<file path="src/rtl/encoder_pkg.sv">
// Shared definitions for the chip-select-gated scanning priority encoder.
// The decoder side reuses CS_ENABLE so both ends agree on the select code.
package encoder_pkg;

  typedef enum logic {
    ENC_IDLE = 1'b0,
    ENC_SCAN = 1'b1
  } enc_state_t;

  localparam logic [2:0] CS_ENABLE = 3'b110;
  localparam int         ENC_WIDTH = 8;

endpackage

</file>
<file path="src/rtl/prio_enc_8.sv">
// Combinational priority encoder: highest set index, nonzero flag and popcount.
module prio_enc_8
  import encoder_pkg::*;
#(
  parameter int WIDTH = ENC_WIDTH,
  parameter int IDX_W = $clog2(WIDTH)
) (
  input  logic [WIDTH-1:0] pending,
  output logic [IDX_W-1:0] idx,
  output logic             nonzero,
  output logic [IDX_W:0]   count
);

  always_comb begin
    idx   = '0;
    count = '0;
    // Ascending loop: the last hit is the highest set bit.
    for (int i = 0; i < WIDTH; i++) begin
      if (pending[i]) begin
        idx = IDX_W'(i);
      end
      count = count + {{IDX_W{1'b0}}, pending[i]};
    end
  end

  assign nonzero = |pending;

endmodule

</file>
<file path="src/rtl/encoder_8_to_3_scan.sv">
// Accepts a multi-hot request vector and emits each set index, highest first,
// one per output handshake. Outputs depend only on state and pending.
module encoder_8_to_3_scan
  import encoder_pkg::*;
#(
  parameter int WIDTH = ENC_WIDTH,
  localparam int IDX_W = $clog2(WIDTH)
) (
  input  logic             clk,
  input  logic             rst_n,
  input  logic [2:0]       cs,
  input  logic             in_valid,
  output logic             in_ready,
  input  logic [WIDTH-1:0] d,
  output logic             out_valid,
  input  logic             out_ready,
  output logic [IDX_W-1:0] y,
  output logic             last,
  output logic [IDX_W:0]   cnt
);

  enc_state_t       state_reg, state_next;
  logic [WIDTH-1:0] pending_reg, pending_next;
  logic [WIDTH-1:0] clr_mask;
  logic [IDX_W-1:0] top_idx;
  logic [IDX_W:0]   top_cnt;
  logic             any_set;
  logic             scanning;

  prio_enc_8 #(.WIDTH(WIDTH), .IDX_W(IDX_W)) u_prio (
    .pending (pending_reg),
    .idx     (top_idx),
    .nonzero (any_set),
    .count   (top_cnt)
  );

  generate
    for (genvar gi = 0; gi < WIDTH; gi++) begin : g_clr
      assign clr_mask[gi] = (top_idx == IDX_W'(gi));
    end
  endgenerate

  assign scanning  = (state_reg == ENC_SCAN);
  assign in_ready  = ~scanning;
  assign out_valid = scanning;
  assign y         = scanning ? top_idx : '0;
  assign cnt       = scanning ? top_cnt : '0;
  assign last      = scanning && (top_cnt == (IDX_W+1)'(1));

  always_comb begin
    state_next   = state_reg;
    pending_next = pending_reg;
    case (state_reg)
      ENC_IDLE: begin
        // A zero vector is consumed but produces nothing.
        if (in_valid && cs == CS_ENABLE && d != '0) begin
          pending_next = d;
          state_next   = ENC_SCAN;
        end
      end
      ENC_SCAN: begin
        if (out_ready) begin
          pending_next = pending_reg & ~clr_mask;
          if (last || !any_set) begin
            pending_next = '0;
            state_next   = ENC_IDLE;
          end
        end
      end
      default: begin
        pending_next = '0;
        state_next   = ENC_IDLE;
      end
    endcase
  end

  always_ff @(posedge clk or negedge rst_n) begin
    if (!rst_n) begin
      state_reg   <= ENC_IDLE;
      pending_reg <= '0;
    end else begin
      state_reg   <= state_next;
      pending_reg <= pending_next;
    end
  end

endmodule

</file>
<file path="config.mk">
export PLATFORM = sky130hd
export DESIGN_NAME = encoder_8_to_3_scan
export DESIGN_NICKNAME = d
export VERILOG_FILES = /design/src/rtl/encoder_pkg.sv /design/src/rtl/prio_enc_8.sv /design/src/rtl/encoder_8_to_3_scan.sv
export SDC_FILE = /design/constraint.sdc
export NUM_CORES = 1
export LEC_CHECK = 0
export ABC_AREA = 1
export BUFFER_PORTS_ARGS = -buffer_cell sky130_fd_sc_hd__buf_2
export CAP_MARGIN = 25
export CORE_MARGIN = 5
export CORE_UTILIZATION = 56
export CTS_CLUSTER_DIAMETER = 80
export DETAILED_ROUTE_END_ITERATION = 8
export GPL_TIMING_DRIVEN = 0
export PLACE_DENSITY = 0.86
export SYNTH_ARGS = -nofsm -noshare
export SYNTH_HDL_FRONTEND = slang
export SYNTH_HIERARCHICAL = 1
export SYNTH_SLANG_ARGS = --single-unit
</file>
<file path="constraint.sdc">
create_clock -name clk -period 10.25 [get_ports clk]
set_clock_uncertainty 0.2 [all_clocks]
set_input_delay 1.5375 -clock clk [delete_from_list [all_inputs] [get_ports clk]]
set_output_delay 1.5375 -clock clk [all_outputs]
set_load 0.01 [all_outputs]
</file>
-- Word-level counts from Yosys, hierarchy flattened
Index checks and enable logic that the tools add are counted.
- register bits: 9
- output and inout bits: 10
- logic and storage cells: 49
- $add $sub $neg: 7
- equality and inequality tests: 11
- mux-type cells: 17
- bitwise gates (word level): 3
- reduce and logical (&&, ||, !) cells: 9
- operator list (cell ; number):
    $add A4 B1 Y4 ; 6
    $mux W8 ; 3
    $pmux W8 S2 ; 1
    $eq A3 B3 Y1 const B ; 5
    $mux W3 ; 5
    $and A8 B8 Y8 ; 1
    $not A8 Y8 ; 1
    $reduce_bool A8 Y1 ; 1
    $reduce_or A8 Y1 ; 1
    $eq A3 B2 Y1 const B ; 2
    $eq A4 B1 Y1 const B ; 1
    $mux W1 ; 4
    $mux W2 ; 2
    $mux W4 ; 1
    $eq A3 B1 Y1 const B ; 1
    $logic_and A1 B1 Y1 ; 3
    $logic_not A3 Y1 ; 1
    $add A1 B1 Y2 ; 1
    $ne A2 B1 Y1 const B ; 1
    $ne A2 B2 Y1 const B ; 1
    $pmux W1 S2 ; 1
    $reduce_and A2 Y1 ; 1
    $logic_not A1 Y1 ; 1
    $logic_or A1 B1 Y1 ; 1
    $not A1 Y1 ; 1

-- Logic depth before layout (Yosys ltp)
Gate-level depths: netlist of the first run.
- word-level depth: 13
- depth in mapped cells: 15

-- By module
Netlist of the first run, hierarchy kept.
- by module, submodules not included (module ; instances ; cells an instance ; area each (um^2) ; sequential area each (um^2)):
    encoder_8_to_3_scan ; 1 ; 104 ; 671.9 ; 225.2
    prio_enc_8 ; 1 ; 39 ; 289.0 ; 0.0

-- Least setup slack after synthesis of the first run
OpenSTA, ideal clock, no wires.
- path type: reg-to-output
- from: reg pending_reg[1]
- to: out last
- arrival: 3032 ps
- data required time: 8512 ps
- path slack: 5481 ps
- cell stages (with the launch flop): 13
- buffers on the path: 0
- path through: dfrtp_1 > inv_1 > fa_1 > fa_1 > fa_1 > inv_1 > ha_1 > inv_1 > fa_1 > xnor2_1 > nor2_1 > nand3_2 > nor2_1
- word-level cells in the longest chain between the ends: 9
- ends and longest elaborated chain (item ; RTL line ; RTL):
    start: declaration ; encoder_8_to_3_scan.sv:23 ; logic [WIDTH-1:0] pending_reg, pending_next;
    start signal: assignment ; encoder_8_to_3_scan.sv:83 ; pending_reg <= pending_next;
    $add A1 B1 Y2 ; prio_enc_8.sv:22 ; count = count + {{IDX_W{1'b0}}, pending[i]};
    $add A4 B1 Y4 (6 in a row) ; prio_enc_8.sv:22 ;
    net top_cnt[2] ; encoder_8_to_3_scan.sv:26 ; logic [IDX_W:0] top_cnt;
    $eq A4 B1 Y1 ; encoder_8_to_3_scan.sv:48 ; assign last = scanning && (top_cnt == (IDX_W+1)'(1));
    $logic_and A1 B1 Y1 ; encoder_8_to_3_scan.sv:48 ;
    end: declaration ; encoder_8_to_3_scan.sv:18 ; output logic last,
The timed path passes the listed nets, and every way through them passes these cells.

-- Worst setup path in the final report of the first run
- from: reg pending_reg[3]
- to: out last
- word-level cells in the longest chain between the ends: 7
- ends and longest elaborated chain (item ; RTL line):
    $add A4 B1 Y4 (5 in a row) ; prio_enc_8.sv:22
    net top_cnt[2] ; encoder_8_to_3_scan.sv:26
    $eq A4 B1 Y1 ; encoder_8_to_3_scan.sv:48
    $logic_and A1 B1 Y1 ; encoder_8_to_3_scan.sv:48
The timed path passes the listed nets, and every way through them passes these cells.

==> run summary, run 1 <==
Setup Buffers After CTS = 0
I/O pin count = 25
Clock Tree Buf Depth = 2
Critical path class = flop to output port
Largest net degree at the start of global routing = 11
Hold Fails Final Rpt = 0
# placed instances = 184
Power, Total = 0.450 mW
Status = complete, no violations
Syn-to-layout area delta = 17.4%
WHS = 0.279 ns
Crit path buf inv count = 4
Post-Syn Area per Cell = 6.72 um^2
Worst-margin pin slew = 0.334 ns
Startpoint Class = flop
Max Cap Viol = 0
Worst Reg-to-Reg Cells = 15
TNS Setup = 0 ns
Drt drc = 0
Pwr/cell area = 399 nW/um^2
H-tree lvl count = 1
CP Max Fanout = 9
Slew Viols, Final = 0
Netlist cell types = 21
Most frequent cell after synthesis = nand2_1
Core Area = 1670 um^2
Max FFs per register = 8
Yosys top cell by area = dfrtp_1
EDFF count, synth = 0
Minimum clock period = 5.37 ns
Slowest CP cell = fa_1
Worst Path Arrival = 3.64 ns
Post-synth top area share = 23.4%
Post-detail-place hpwl = 1880 um
Flops & latches, synth = 9
GP Congestion = 0.843
Share of cells above drive strength 1 = 24.6%
Via count = 970
Via density = 5.16
Total GRT Usage = 19.2%
Final wirelength = 2140 um
RSZ-0062 raised after global routing = no
Critical Path Max Stage Delay = 0.53 ns
Delay-heaviest family, CP = adder cells
Hold depth = 2
Wire per inst = 11.4 um
Die width = 51.4 um
Most used cell, CP = fa_1
Clk_lat worst skew = 0.26 ns
Post-Syn Instances = 143
FP Rows = 15
Post-cts sizing count = 0
First-pass GRT wire length = 3770 um
Leakage = 0.699 nW
Internal reg-to-reg setup slack = 6.53 ns
Critical Path Sink Type = output port
Peak Freq = 186 MHz
Ys flop type = dfrtp_1
Worst r2r src = pending_reg[3]
CTS tree = yes
Synth Warn # = 6
Fin crit share = 52.4%
Mapped Area = 961 um^2
HP Class = flop to flop
Initial antenna violation count = 0
Total CTS buffers = 3
Top post-synthesis cells by count = 54 x nand2_1, 26 x inv_1, 12 x nand3_1
Sequential share of the synthesized area = 23.4%
IO Port Bufs = 24
Clock sinks = 9
Die area = 2640 um^2
Ys async rst share = 100%
Final std cells w/o fill = 188
Initial DRT Pass Iterations = 5
Hold path startpoint = pending_reg[0]
Total global routing overflow = 0
Ant. Diodes = 0
Reg clk slew, reported paths = 0.06 ns
Critical-path cell list = inv_1, fa_1, fa_1, fa_1, inv_1, ha_1, inv_1, fa_1, xnor2_1, nor2_1, nand3_2, nor2_1, buf_2
1st-iter DRT viols = 47
Initial Util = 57.5%
Reg2reg end = out_valid
Final core occ = 67.6%
Hold endpoint = pending_reg[0]
Setup violators final = 0
Maximum VDD drop = 0.000236 V
Worst Path Required = 8.51 ns
Hold Buf Count CTS = 0
Antenna-violating nets left = 0
Relative max-transition margin = 77.8%
Die Ht = 51.4 um
Clk root buf = clkbuf_4
Syn Nets = 166
Fin nets = 195
Vias in the first global route = 940
Largest cells by area after synthesis = dfrtp_1 23%, nand2_1 21%, inv_1 10%, fa_1 8.3%, nand3_1 6.3%
==> layer usage <==
layer / part of all wire (%) / global-route usage, % / vias up / wire (um)
met3: 8.3 / 3.21 / 11 / 177
met4: 3.6 / 11.8 / 0 / 77
li1: - / - / 490 / -
met5: 0 / 0 / - / 0
met1: 36 / 19.8 / 422 / 782
met2: 52 / 35.6 / 47 / 1110
==> through the flow <==
step / setup slack [ns] / instance area [um^2]
2_1_floorplan: 5.48 / 961
3_3_place_gp: 5.31 / 1100
3_5_place_dp: 5.14 / 1100
4_1_cts: 4.84 / 1130
5_1_grt: 4.59 / 1130
6_report: 4.88 / 1130
==> final cells by class <==
class	instances	area (um^2)
multi-input combinational	99	588
fill	151	542
timing repair buffer	24	120
clock buffer	4	26.3
inverter	32	128
tap	17	21.3
buffer	3	20.0
sequential	9	225
==> how the worst max path moves through the flow <==
| stage | from | endpoint | slack [ns] | depth (start not counted) |
|---|---|---|---|---|
| 6_report | pending_reg[3] | last | 4.88 | 13 |
| 5_1_grt | pending_reg[3] | last | 4.59 | 13 |
| 4_1_cts | pending_reg[3] | last | 4.84 | 13 |
| 3_5_place_dp | pending_reg[3] | last | 5.14 | 13 |
| 3_3_place_gp | pending_reg[3] | last | 5.31 | 13 |
| 2_1_floorplan | pending_reg[1] | last | 5.48 | 12 |
==> cell families after synthesis <==
kind of cell / synth area share (%)
DFF: 23.4
AOI/OAI and AO/OA: 2.21
adders and majority gates: 13.5
and+or+nand+nor: 44.5
buffers and inverters: 15.4
xor gates and xnor gates: 0.912
==> layout by cell type, fill, tap and decap left out <==
master    instances
nand4_4           1
nand4_1           8
o21ai_1           1
nand2_4           2
inv_2             5
buf_6             1
xnor2_1           1
nand3_1          12
o21ai_4           1
nor2_1            8
ha_1              4
fa_1              4
nand2_1          54
inv_1            26
inv_8             1
clkbuf_4          3
nand3_2           1
nor2_4            1
dfrtp_1           9
buf_2            25
nand3b_4          1
clkbuf_1          2
==> worst register-to-register path, stage by stage (launching register included) <==
cell and delay (ns):
dfrtp_1 0.41, inv_1 0.12, fa_1 0.45, fa_1 0.53, fa_1 0.42, inv_1 0.07, ha_1 0.16, inv_1 0.06
fa_1 0.39, xnor2_1 0.16, nor2_1 0.13, nand3_2 0.17, nor2_1 0.16, o21ai_1 0.07, nand2_1 0.07, nand2_1 0.05
==> power by group <==
| group | leakage, nW | total (mW) | internal (mW) | switching, mW |
|---|---|---|---|---|
| clock | 0.0150 | 0.0264 | 0.0149 | 0.0115 |
| sequential | 0.119 | 0.0606 | 0.0501 | 0.0104 |
| combinational | 0.565 | 0.363 | 0.130 | 0.233 |
| total | 0.699 | 0.450 | 0.195 | 0.255 |
Power figures use the tool's default switching activity.
==> run 2, diff against run 1 <==
--- a/config.mk
+++ b/config.mk
@@ -9,11 +9,11 @@
 export BUFFER_PORTS_ARGS = -buffer_cell sky130_fd_sc_hd__buf_2
 export CAP_MARGIN = 25
 export CORE_MARGIN = 5
-export CORE_UTILIZATION = 56
+export CORE_UTILIZATION = 52
 export CTS_CLUSTER_DIAMETER = 80
 export DETAILED_ROUTE_END_ITERATION = 8
 export GPL_TIMING_DRIVEN = 0
-export PLACE_DENSITY = 0.86
+export PLACE_DENSITY = 0.81
 export SYNTH_ARGS = -nofsm -noshare
 export SYNTH_HDL_FRONTEND = slang
 export SYNTH_HIERARCHICAL = 1
==> constraint.sdc (replaced) <==
create_clock -name clk -period 5.5 [get_ports clk]
set_clock_uncertainty 0.2 [all_clocks]
set_input_delay 0.825 -clock clk [delete_from_list [all_inputs] [get_ports clk]]
set_output_delay 0.825 -clock clk [all_outputs]
set_load 0.01 [all_outputs]
==> run 2 against run 1 <==
  * Design area grew 0.89%
  * Critical endpoint unchanged
  * Non-clock buffer count did not move
  * Clock power is 83% higher
  * Global-route usage decreased by 2.2 points
  * Highest routed layer unchanged
  * Via count is 2.5% lower
==> run summary, run 2 (same netlist as run 1, synthesis figures left out) <==
Status = complete, no violations
Die area = 2810 um^2
Most used cell, CP = fa_1
Part of the power in registers = 13.7%
Total GRT Usage = 17.1%
Total global routing overflow = 0
Vias in the first global route = 897
Setup violators final = 0
Int Pwr = 0.358 mW
CP Max Fanout = 9
Fin crit share = 83.7%
Clk_lat worst skew = 0.25 ns
Final wirelength = 1980 um
Initial Util = 55.1%
Minimum clock period = 4.61 ns
IO Port Bufs = 24
Critical-path cell list = inv_1, fa_1, fa_1, fa_1, inv_1, ha_1, inv_1, fa_1, xnor2_1, nor2_1, nand3_2, nor2_1, buf_2
Gate power share = 80.4%
Critical Path Max Stage Delay = 0.51 ns
Initial antenna violation count = 0
Worst-margin pin slew = 0.339 ns
Drt drc = 0
TNS Setup = 0 ns
Worst Reg-to-Reg Cells = 15
Maximum VDD drop = 0.000379 V
Setup ws final = 0.895 ns
Worst Path Required = 4.47 ns
Clk root buf = clkbuf_4
Via count = 946
Initial DRT Pass Iterations = 4
Met1 WL = 800 um
CTS tree = yes
Met3 wire length = 123 um
First-pass GRT wire length = 3690 um
WL met2 = 1030 um
Internal reg-to-reg setup slack = 1.83 ns
Clock Tree Buf Depth = 2
Syn-to-layout area delta = 18.5%
HP Class = primary input to async pin
Fillers = 174
Hold Buf Count CTS = 0
Core Area = 1750 um^2
Leakage = 0.699 nW
Reg2reg end = out_valid
Via density = 4.83
Worst r2r src = pending_reg[3]
Post-detail-place hpwl = 1750 um
Post-cts sizing count = 0
Antenna-violating nets left = 0
Slowest CP cell = fa_1
Switching share of total power = 56.1%
Max FFs per register = 8
Startpoint Class = flop
Die Ht = 53.0 um
Max Cap Viol = 0
Clk pwr share = 5.9%
Power, Total = 0.817 mW
Ant. Diodes = 0
Total CTS buffers = 3
Clock sinks = 9
Crit path buf inv count = 4
Slew Viols, Final = 0
Area of the multi-input gates = 588 um^2
H-tree lvl count = 1
GP Congestion = 0.854
Most frequent cells in the layout = 54 x nand2_1, 26 x inv_1, 25 x buf_2
FP Rows = 15
Setup Buffers After CTS = 0
Relative max-transition margin = 77.4%
Top Metal Used = met4
Fin nets = 195
Reg clk slew, reported paths = 0.06 ns
Most common cell after layout, fill and taps aside = nand2_1
Peak Freq = 217 MHz
Die width = 53.0 um
Delay-heaviest family, CP = adder cells
Final core occ = 65.2%
1st-iter DRT viols = 8
Post-Place Worst Slack = 1.16 ns
Wire per inst = 10.1 um
Pwr/cell area = 717 nW/um^2
I/O pin count = 25
NetSw = 0.458 mW
Register area = 225 um^2
Critical path class = flop to output port
Share of cells above drive strength 1 = 24.6%
RSZ-0062 raised after global routing = no
Critical Path Sink Type = output port
Hold Fails Final Rpt = 0
Largest net degree at the start of global routing = 11
Worst Path Arrival = 3.58 ns
run 2: cell counts in the layout (fill, tap and decap cells not counted):
Identical to the previous run, type by type.
run 2: power groups by stage:
stage	sequential, mW	combinational [mW]	clock [mW]
2_1_floorplan	0.111	0.507	0
3_3_place_gp	0.113	0.626	0
3_5_place_dp	0.113	0.662	0
4_1_cts	0.112	0.663	0.0493
5_1_grt	0.116	0.760	0.0534
6_report	0.112	0.656	0.0483
run 2: cell type report:
type / count / area share, %
multi-input cells: 99 / 51.6
well taps: 25 / 2.75
plain buffers: 3 / 1.76
clock buffers: 4 / 2.31
inverters: 32 / 11.2
repair buffers: 24 / 10.5
flip-flops and latches: 9 / 19.8
run 2: worst max path at each step:
stage,from,to,slack (ns),cells past startpoint
after floorplan,pending_reg[1],last,1.44,12
after global placement,pending_reg[3],last,1.25,13
after detailed placement,pending_reg[3],last,1.16,13
after CTS,pending_reg[3],last,0.88,13
after global routing,pending_reg[3],last,0.61,13
final,pending_reg[3],last,0.89,13
run 2: routing by layer:
metal,track usage (%),vias up
met3,2.25,5
met1,19.8,415
li1,-,494
met4,5.53,0
met5,0,-
met2,31.8,32
run 2: through the flow:
stage          hold WS, ns  cell area [um^2]  cells
6_report             0.205              1140    196
5_1_grt              0.210              1140    196
4_1_cts              0.207              1140    196
3_5_place_dp         0.280              1110    192
3_3_place_gp         0.261              1110    192
2_1_floorplan        0.241               961    143
==> run 3, diff against run 2 <==
--- a/config.mk
+++ b/config.mk
@@ -9,11 +9,11 @@
 export BUFFER_PORTS_ARGS = -buffer_cell sky130_fd_sc_hd__buf_2
 export CAP_MARGIN = 25
 export CORE_MARGIN = 5
-export CORE_UTILIZATION = 52
+export CORE_UTILIZATION = 47
 export CTS_CLUSTER_DIAMETER = 80
 export DETAILED_ROUTE_END_ITERATION = 8
 export GPL_TIMING_DRIVEN = 0
-export PLACE_DENSITY = 0.81
+export PLACE_DENSITY = 0.77
 export SYNTH_ARGS = -nofsm -noshare
 export SYNTH_HDL_FRONTEND = slang
 export SYNTH_HIERARCHICAL = 1
==> constraint.sdc (replaced) <==
create_clock -name clk -period 4 [get_ports clk]
set_clock_uncertainty 0.2 [all_clocks]
set_input_delay 0.6 -clock clk [delete_from_list [all_inputs] [get_ports clk]]
set_output_delay 0.6 -clock clk [all_outputs]
set_load 0.01 [all_outputs]
==> run 3 against run 2 <==
  * Non-clock buffer count increased by 3
  * Clock-buffer cell count unchanged
  * Final cell count increased by 2.6%
  * Combinational power increased by 54%
  * Register-to-register slack got worse by 1.4 ns
  * The run now ends with negative setup slack left
  * Design area increased by 4.5%
  * Largest cell class unchanged
  * Total power increased by 51%
  * Clock power increased by 38%
  * Critical path depth unchanged
  * Flip-flop and latch count unchanged
  * Die area increased by 8.6%
  * Critical endpoint unchanged
==> run summary, run 3 (same netlist as run 1, synthesis figures left out) <==
Total global routing overflow = 0
Worst Reg-to-Reg Cells = 16
Clk_lat worst skew = 0.25 ns
IO Port Bufs = 24
CP Max Fanout = 3
Leakage = 0.717 nW
Status = finished with violations
Worst r2r src = pending_reg[3]
Syn-to-layout area delta = 23.8%
FP Rows = 16
Startpoint Class = flop
Post-detail-place hpwl = 1800 um
Die Ht = 55.2 um
Slowest CP cell = fa_1
Share of cells above drive strength 1 = 31.6%
Core Area = 1960 um^2
1st-iter DRT viols = 21
Total CTS buffers = 3
Setup violators final = 2
Via count = 969
Pwr/cell area = 1040 nW/um^2
Initial antenna violation count = 0
First-pass GRT wire length = 3730 um
Critical Path Sink Type = output port
Max Cap Viol = 0
Critical Path Max Stage Delay = 0.51 ns
Reg clk slew, reported paths = 0.05 ns
I/O pin count = 25
Internal reg-to-reg setup slack = 0.42 ns
Largest net degree at the start of global routing = 11
Antenna-violating nets left = 0
Drt drc = 0
Wire per inst = 10.5 um
Relative max-transition margin = 77.8%
HP Class = flop to flop
Final wirelength = 2100 um
Vias in the first global route = 928
Clk root buf = clkbuf_4
Hold path startpoint = pending_reg[6]
Fin nets = 198
Maximum VDD drop = 0.000625 V
Delay-heaviest family, CP = adder cells
Post-Place Worst Slack = -0.133 ns
Clock sinks = 9
Die width = 55.2 um
Critical path class = flop to output port
H-tree lvl count = 1
Worst-margin pin slew = 0.333 ns
Setup ws final = -0.149 ns
Die area = 3050 um^2
Most frequent cells in the layout = 53 x nand2_1, 24 x buf_2, 20 x inv_1
Ant. Diodes = 0
GP Congestion = 0.811
Most common cell after layout, fill and taps aside = nand2_1
TNS Setup = -0.166 ns
Critical-path cell list = inv_2, fa_1, fa_1, fa_1, inv_1, ha_2, inv_2, fa_2, xnor2_2, nor2_1, nand3_2, nor2_2, buf_2
CTS tree = yes
Initial Util = 49.0%
Crit path buf inv count = 4
Fin crit share = 104%
Most used cell, CP = fa_1
RSZ-0062 raised after global routing = yes
Power, Total = 1.24 mW
Reg2reg end = pending_reg[1]
Worst Path Required = 3.20 ns
Max FFs per register = 8
Failing checks = negative setup slack
Hold endpoint = pending_reg[6]
Slew Viols, Final = 0
Via density = 4.82
Clock Tree Buf Depth = 2
Total GRT Usage = 14.8%
Peak Freq = 241 MHz
Hold depth = 2
Hold Fails Final Rpt = 0
Minimum clock period = 4.15 ns
Initial DRT Pass Iterations = 4
Worst Path Arrival = 3.35 ns
[run 3: cell count changes in the layout (fill, tap and decap cells not counted), sizes merged]
cell / delta
dlygate4sd3: +1
buf: +2
[run 3: what timing repair did]
item                       in CTS  in global routing
setup buffers                   1                  1
hold buffers                    1                  0
hold endpoints to repair        9                  0
gates resized for setup         5                  7
pin swaps                       2                  0
setup endpoints to repair       2                  3
[run 3: final cells by class]
cell class / instances / area [um^2]
clock buffer: 4 / 26.3
multi-input combinational: 99 / 606
timing repair buffer: 27 / 151
buffer: 3 / 20.0
tap: 27 / 33.8
sequential: 9 / 225
inverter: 32 / 128
fill: 215 / 772
[run 3: tightest hold or removal path: cells and delay by family, from the launching register on]
kind	cells	cell delay (ns)
flip-flops	1	0.35
AND/OR/NAND/NOR	2	0.11
[run 3: per-layer routing]
metal	wire length, um	vias to the layer above	global-route usage (%)
met4	40	0	7.64
met3	123	5	1.86
li1	-	500	-
met1	871	429	16.5
met5	0	-	0
met2	1070	35	27.0
[run 3: worst max-delay path by stage]
stage,startpoint,endpoint,slack (ns),cells after the start
detailed placement,pending_reg[3],last,-0.13,13
global route,pending_reg[3],last,-0.33,13
floorplan,pending_reg[1],last,0.17,12
CTS,pending_reg[0],last,-0.18,13
global placement,pending_reg[3],last,-0.03,13
finish,pending_reg[3],last,-0.15,13
[run 3: stage by stage]
step / instance area [um^2] / hold WS, ns / std cells / util [%]
floorplan: 961 / 0.104 / 143 / -
global placement: 1110 / 0.254 / 194 / 56.8
detailed placement: 1110 / 0.262 / 194 / 56.8
CTS: 1170 / 0.293 / 200 / 59.7
global route: 1190 / 0.320 / 201 / 60.7
finish: 1190 / 0.290 / 201 / 60.7
[run 3: power by group]
group          switching [mW]  leakage [nW]  internal (mW)
combinational           0.614         0.583          0.397
sequential             0.0286         0.119          0.129
clock                  0.0285        0.0150         0.0382
total                   0.672         0.717          0.564
